<file path="src/rtl/ntt_sched_if.sv">
// ntt_sched_if -- handshake bundle between the NTT stage scheduler and its
// environment (AGU, butterfly memory banks, host control).
//
// Signals
//   start       host -> sched   one-cycle request to run a full transform
//   abort       host -> sched   cancel the transform in progress
//   agu_out_en  agu  -> sched   address-valid strobe
//   agu_done    agu  -> sched   end-of-transform pulse
//   agu_l       agu  -> sched   stage index the AGU is currently walking
//   agu_enable  sched -> agu    enable for the address generator
//   rd_en       sched -> banks  read strobe
//   wr_en       sched -> banks  write-back strobe, read strobe delayed by
//                               the butterfly pipeline latency
//   bank_sel    sched -> banks  ping-pong source-bank select
//   stage       sched -> host   current stage index
//   busy        sched -> host   transform in progress
//   done        sched -> host   one-cycle completion pulse
//   err         sched -> host   sticky protocol-error flag
//
// Modports: slave is the scheduler side, master is the environment side.

interface ntt_sched_if #(
    parameter int D_WIDTH = 16
);
    logic               start;
    logic               abort;
    logic               agu_out_en;
    logic               agu_done;
    logic [D_WIDTH-1:0] agu_l;
    logic               agu_enable;
    logic               rd_en;
    logic               wr_en;
    logic               bank_sel;
    logic [D_WIDTH-1:0] stage;
    logic               busy;
    logic               done;
    logic               err;

    modport master (
        output start, abort, agu_out_en, agu_done, agu_l,
        input  agu_enable, rd_en, wr_en, bank_sel, stage, busy, done, err
    );

    modport slave (
        input  start, abort, agu_out_en, agu_done, agu_l,
        output agu_enable, rd_en, wr_en, bank_sel, stage, busy, done, err
    );
endinterface

</file>
<file path="src/rtl/ntt_sched.sv">
// ntt_sched -- stage scheduler for a K-stage radix-2^RADIX_K1 NTT.
//
// Sequences K stages over a ping-pong bank pair. Each stage enables the AGU
// for 2^(LOGN-RADIX_K1) cycles, then drains the butterfly pipeline for
// PIPE_LAT+1 cycles so the last write-back of the stage retires before the
// bank roles swap. Read strobes follow the AGU address-valid strobe; write
// strobes are the read strobes delayed by PIPE_LAT cycles. AGU protocol
// violations raise a sticky err flag.
//
// Ports
//   clk    rising-edge clock
//   rst_n  synchronous active-low reset
//   bus    ntt_sched_if.slave (see interface header for signal list)
//
// State table
//   state   | meaning
//   --------+-----------------------------------------------------------
//   S_IDLE  | waiting for start; stage/bank_sel hold their last values
//   S_RUN   | AGU enabled, counting the butterfly issue cycles of a stage
//   S_DRAIN | AGU disabled, waiting for the pipeline to retire writes
//   S_DONE  | one-cycle completion pulse, then back to idle

module ntt_sched #(
    parameter int LOGN     = 12,
    parameter int RADIX_K1 = 4,
    parameter int K        = 3,
    parameter int PIPE_LAT = 4,
    parameter int D_WIDTH  = 16
) (
    input  logic        clk,
    input  logic        rst_n,
    ntt_sched_if.slave  bus
);

    localparam int RUN_W   = LOGN - RADIX_K1;
    localparam int RUN_CYC = 1 << RUN_W;
    // One spare bit above the larger of the two terminal counts.
    localparam int CNT_W   = ((RUN_W > 4) ? RUN_W : 4) + 1;

    localparam logic [CNT_W-1:0]   RUN_LAST   = CNT_W'(RUN_CYC - 1);
    localparam logic [CNT_W-1:0]   DRAIN_LAST = CNT_W'(PIPE_LAT);
    localparam logic [D_WIDTH-1:0] STAGE_LAST = D_WIDTH'(K - 1);

    typedef enum logic [1:0] {
        S_IDLE  = 2'd0,
        S_RUN   = 2'd1,
        S_DRAIN = 2'd2,
        S_DONE  = 2'd3
    } state_t;

    state_t               state_q, state_d;
    logic [CNT_W-1:0]     cnt_q, cnt_d;
    logic [D_WIDTH-1:0]   stage_q, stage_d;
    logic                 bank_q, bank_d;
    logic                 err_q, err_d;
    logic [PIPE_LAT-1:0]  sr_q, sr_d;

    logic                 agu_enable;
    logic                 busy;
    logic                 done;
    logic                 rd_en;
    logic                 start_acc;
    logic                 first_drain_last;
    logic                 viol;

    // ------------------------------------------------------------------
    // State and counter registers
    // ------------------------------------------------------------------
    always_ff @(posedge clk) begin
        if (!rst_n) begin
            state_q <= S_IDLE;
            cnt_q   <= '0;
            stage_q <= '0;
            bank_q  <= 1'b0;
            err_q   <= 1'b0;
            sr_q    <= '0;
        end else begin
            state_q <= state_d;
            cnt_q   <= cnt_d;
            stage_q <= stage_d;
            bank_q  <= bank_d;
            err_q   <= err_d;
            sr_q    <= sr_d;
        end
    end

    // ------------------------------------------------------------------
    // Next-state and datapath logic
    // ------------------------------------------------------------------
    always_comb begin
        state_d = state_q;
        unique case (state_q)
            S_IDLE: begin
                if (bus.start) begin
                    state_d = S_RUN;
                end
            end
            S_RUN: begin
                if (cnt_q == RUN_LAST) begin
                    state_d = S_DRAIN;
                end
            end
            S_DRAIN: begin
                if (cnt_q == DRAIN_LAST) begin
                    state_d = (stage_q == STAGE_LAST) ? S_DONE : S_RUN;
                end
            end
            S_DONE: begin
                state_d = S_IDLE;
            end
            default: begin
                state_d = S_IDLE;
            end
        endcase

        // Abort overrides every other transition.
        if (bus.abort && (state_q != S_IDLE)) begin
            state_d = S_IDLE;
        end
    end

    always_comb begin
        start_acc = (state_q == S_IDLE) && bus.start;

        // The counter restarts from zero on every state change, so one
        // counter serves both the RUN length and the DRAIN length.
        if ((state_d == state_q) && (state_q inside {S_RUN, S_DRAIN})) begin
            cnt_d = cnt_q + 1'b1;
        end else begin
            cnt_d = '0;
        end

        stage_d = stage_q;
        bank_d  = bank_q;
        if (start_acc) begin
            stage_d = '0;
            bank_d  = 1'b0;
        end else if ((state_q == S_DRAIN) && (state_d == S_RUN)) begin
            stage_d = stage_q + 1'b1;
            bank_d  = ~bank_q;
        end

        // The AGU must report done exactly on the first drain cycle of the
        // last stage, and never anywhere else.
        first_drain_last = (state_q == S_DRAIN) && (cnt_q == '0) &&
                           (stage_q == STAGE_LAST);
        viol = ((state_q == S_RUN) && (bus.agu_l != stage_q)) ||
               (bus.agu_done != first_drain_last);

        if (start_acc) begin
            err_d = 1'b0;
        end else begin
            err_d = err_q | viol;
        end

        // Write-strobe delay line; abort flushes in-flight strobes.
        sr_d = '0;
        if (!bus.abort) begin
            sr_d[0] = rd_en;
            for (int i = 1; i < PIPE_LAT; i++) begin
                sr_d[i] = sr_q[i-1];
            end
        end
    end

    // ------------------------------------------------------------------
    // Output decode
    // ------------------------------------------------------------------
    always_comb begin
        agu_enable = 1'b0;
        busy       = 1'b1;
        done       = 1'b0;
        unique case (state_q)
            S_IDLE:  busy       = 1'b0;
            S_RUN:   agu_enable = 1'b1;
            S_DONE:  done       = 1'b1;
            default: ;
        endcase
        rd_en = bus.agu_out_en & busy;
    end

    assign bus.agu_enable = agu_enable;
    assign bus.busy       = busy;
    assign bus.done       = done;
    assign bus.rd_en      = rd_en;
    assign bus.wr_en      = sr_q[PIPE_LAT-1];
    assign bus.bank_sel   = bank_q;
    assign bus.stage      = stage_q;
    assign bus.err        = err_q;

endmodule
</file>
<file path="src/flat_wrapper.sv">
// flat-port wrapper written by rule: the top's interface ports become plain ports
module ntt_sched_flat 
#(
    parameter int LOGN     = 12,
    parameter int RADIX_K1 = 4,
    parameter int K        = 3,
    parameter int PIPE_LAT = 4,
    parameter int D_WIDTH  = 16
)
  (clk, rst_n, bus_start, bus_abort, bus_agu_out_en, bus_agu_done, bus_agu_l, bus_agu_enable, bus_rd_en, bus_wr_en, bus_bank_sel, bus_stage, bus_busy, bus_done, bus_err);
  ntt_sched_if #(.D_WIDTH(D_WIDTH)) bus_i ();
  input  logic clk;
  input  logic rst_n;
  input wire logic [$bits(bus_i.start)-1:0] bus_start;
  input wire logic [$bits(bus_i.abort)-1:0] bus_abort;
  input wire logic [$bits(bus_i.agu_out_en)-1:0] bus_agu_out_en;
  input wire logic [$bits(bus_i.agu_done)-1:0] bus_agu_done;
  input wire logic [$bits(bus_i.agu_l)-1:0] bus_agu_l;
  output wire logic [$bits(bus_i.agu_enable)-1:0] bus_agu_enable;
  output wire logic [$bits(bus_i.rd_en)-1:0] bus_rd_en;
  output wire logic [$bits(bus_i.wr_en)-1:0] bus_wr_en;
  output wire logic [$bits(bus_i.bank_sel)-1:0] bus_bank_sel;
  output wire logic [$bits(bus_i.stage)-1:0] bus_stage;
  output wire logic [$bits(bus_i.busy)-1:0] bus_busy;
  output wire logic [$bits(bus_i.done)-1:0] bus_done;
  output wire logic [$bits(bus_i.err)-1:0] bus_err;
  assign bus_i.start = bus_start;
  assign bus_i.abort = bus_abort;
  assign bus_i.agu_out_en = bus_agu_out_en;
  assign bus_i.agu_done = bus_agu_done;
  assign bus_i.agu_l = bus_agu_l;
  assign bus_agu_enable = bus_i.agu_enable;
  assign bus_rd_en = bus_i.rd_en;
  assign bus_wr_en = bus_i.wr_en;
  assign bus_bank_sel = bus_i.bank_sel;
  assign bus_stage = bus_i.stage;
  assign bus_busy = bus_i.busy;
  assign bus_done = bus_i.done;
  assign bus_err = bus_i.err;
  ntt_sched #(.LOGN(LOGN), .RADIX_K1(RADIX_K1), .K(K), .PIPE_LAT(PIPE_LAT), .D_WIDTH(D_WIDTH)) u_core (.clk(clk), .rst_n(rst_n), .bus(bus_i));
endmodule
</file>
<file path="config.mk">
export PLATFORM = sky130hd
export DESIGN_NAME = ntt_sched_flat
export DESIGN_NICKNAME = d
export VERILOG_FILES = /design/src/rtl/ntt_sched_if.sv /design/src/rtl/ntt_sched.sv /design/src/flat_wrapper.sv
export SDC_FILE = /design/constraint.sdc
export NUM_CORES = 1
export LEC_CHECK = 0
export CELL_PAD_IN_SITES_DETAIL_PLACEMENT = 1
export CELL_PAD_IN_SITES_GLOBAL_PLACEMENT = 1
export CORE_MARGIN = 2
export CORE_UTILIZATION = 37
export CTS_CLUSTER_SIZE = 20
export DETAILED_ROUTE_END_ITERATION = 8
export GPL_ROUTABILITY_DRIVEN = 0
export HOLD_SLACK_MARGIN = 0.02
export PLACE_DENSITY_LB_ADDON = 0.05
export SLEW_MARGIN = 5
export SYNTH_ARGS = -nofsm -noshare
export SYNTH_HDL_FRONTEND = slang
export SYNTH_SLANG_ARGS = --single-unit
</file>
<file path="constraint.sdc">
create_clock -name clk -period 3.5 [get_ports clk]
set_input_delay 0.7 -clock clk [delete_from_list [all_inputs] [get_ports clk]]
set_output_delay 0.7 -clock clk [all_outputs]
set_load 0.03 [all_outputs]
</file>
==> metrics <==
Synth cell types 39; P_leak 0.897 nW; unrepaired setup endpoints after global routing no; register area share after synthesis 34.8%; Reg2Reg Depth 10; Cell Area, Synth 1900 um2; Detailed Place HPWL 3760 um; final worst slack 0.510 ns; via count 1763; post-layout util 49.0%; r2r endpoint u_core.bus.stage[11]; Crit Reg-Reg Startpoint u_core.cnt_q[0]; CTS Root Cell clkbuf_8; Slew Viols, Final 0; Synth warnings 0; clock power share 27.3%; Remaining DRCs 0; outcome finished clean; Synth async-reset ratio 0%; Hold Worst Slack 0.432 ns; # Post-CTS Setup Buffers 0; Synth Flop Type dfxtp_1; most frequent cells in the layout 44 x clkdlybuf4s50_1, 33 x dfxtp_1, 22 x xor2_1, 18 x nor2_1, 16 x nand2_1; metal1 wirelength 2500 um; final global-route overflow total 0; Port-buffer cells 44; CP arrival 3.20 ns; P per Cell Area 415 nW/um2; TritonCTS clock tree done; worst hold path class reg2reg; antenna cells 0; 1st-iter DRT viols 90; Skew-Pair Late Insertion Delay 0.29 ns; TritonRoute pass-1 iters 4; die width 75.7 um; VDD IR max 0.163 mV; Max-slew headroom 49.1%; crit start category register; switching power 359 uW; Rows 26; FF+latch count, synth 33; min cycle time layout 2.99 ns; Crit. End Element register; Num CTS Buffers 5; Worst R2R Setup Slack 0.51 ns; worst slew pin tran 0.760 ns; CTS resizes 0; critical path fanouts, max 32; WP data required 3.71 ns; routed wire length per instance 15.3 um; max capacitance violation total 0; Final nets 296; most common cell after layout, fill and taps aside clkdlybuf4s50_1; Vias/cell 5.25; die area 5730 um2; Final ANT Viol Nets 0; Top Metal Used met4; Initial Util 37.7%; Min-Delay Endpoint u_core.sr_q[1]; Top Ports 45; P_int 665 uW; antenna violations before repair 0; Net Sw Frac 35.1%; Post-Route WL 5160 um; Die H 75.7 um; maximum clock frequency 334 MHz; hold buffers post-CTS 0; Mapped Nets 253; CTS clk-pin slew, worst paths 0.07 ns; pin count of the biggest net entering global routing 33; Flop pwr share 40.3%; Critical Path Start u_core.cnt_q[0]; P&R area growth vs syn 30.0%; met2 wire length 2350 um; gr usage total 18.7%; vias in the first global route 1705; clk buf depth 2; power share of the combinational group 32.4%; met3 wire len 242 um; Cells after Synth 222; first-pass GRT wire length 8000 um; setup TNS 0 ns; pre-CTS WS 0.417 ns; endpoints failing setup 0; clock sinks 33; final period utilization 85.4%; final count of hold timing violations 0; Core ar. 5040 um2; EDFF count, synth 0; Post-Syn Area per Cell 8.56 um2; H-Tree Depth 2; hold_sp u_core.sr_q[0]; critical path class reg2reg; clock skew 0.0119 ns; Hold Crit Depth 1; layout cells sized above 1 5.26%
sequential cells by signal (all words and copies together) (netlist names):
| signal | flops |
|---|---|
| u_core.bus.bank_sel | 1 |
| u_core.bus.err | 1 |
| u_core.cnt_q | 9 |
| u_core.state_q | 2 |
| u_core.bus.stage | 16 |
| u_core.sr_q | 4 |
critical path, cell delays in order, from the launching register on:
cell	delay, ns
dfxtp_1	0.36
ha_1	0.27
nand3_1	0.13
nor2_1	0.07
ha_1	0.21
nor4bb_1	0.40
nor3_1	0.14
a221oi_4	0.28
o211ai_4	0.32
or4_1	0.59
a21oi_1	0.15
final cells by class:
type	instances	area, um2
inverter	10	37.5
clock buffer	6	72.6
clock inverter	2	10.0
timing repair buffer	44	440
tap	70	87.6
fill	612	2570
sequential	33	661
multi-input combinational	171	1160
routing by layer:
metal / global-route usage [%] / vias to the layer above
li1: - / 885
met1: 25.3 / 833
met2: 29.7 / 38
met3: 4.37 / 7
met4: 5.46 / 0
met5: 0 / -
power groups by stage:
stage	combinational [mW]	clock, mW	sequential, mW
3_5_place_dp	0.333	0	0.422
4_1_cts	0.337	0.290	0.413
5_1_grt	0.366	0.308	0.416
2_1_floorplan	0.228	0	0.424
3_3_place_gp	0.330	0	0.421
6_report	0.332	0.279	0.413
kinds of logic after synthesis:
family                     count (synthesis)  share of synthesized area [%]
buffers and inverters                     18                           4.15
xor gates and xnor gates                  25                           11.5
DFF                                       33                           34.8
AOI/OAI and AO/OA                         36                           13.7
and+or+nand+nor                          101                           30.0
adders and majority gates                  9                           5.93
per-stage QoR:
stage,power (mW),area [um2],std cells
final,1.02,2470,336
after global routing,1.09,2470,336
after CTS,1.04,2470,336
after detailed placement,0.755,2390,328
after global placement,0.751,2390,328
after floorplan,0.651,1900,222
worst max-delay path by stage:
stage	end	slack, ns	cells past startpoint
2_1_floorplan	u_core.bus.stage[13]	0.94	11
3_3_place_gp	u_core.bus.stage[14]	0.47	7
3_5_place_dp	u_core.bus.stage[9]	0.42	7
4_1_cts	u_core.bus.stage[11]	0.52	10
5_1_grt	u_core.bus.stage[11]	0.29	10
6_report	u_core.bus.stage[11]	0.51	10
cells in the mapped netlist (4+ instances only):
cell type	number	area [um2]
inv_1	10	37.5
or4_1	9	67.6
or3_1	4	25.0
ha_1	9	113
nor4_1	8	50.1
nand3_1	15	75.1
nand2_1	16	60.1
and3_1	7	43.8
xor2_1	22	193
and2_1	8	50.1
dfxtp_1	33	661
nor2_1	18	67.6
a21oi_1	12	60.1
o31ai_1	6	45.0
o21ai_0	5	25.0
Power figures use the tool's default switching activity.
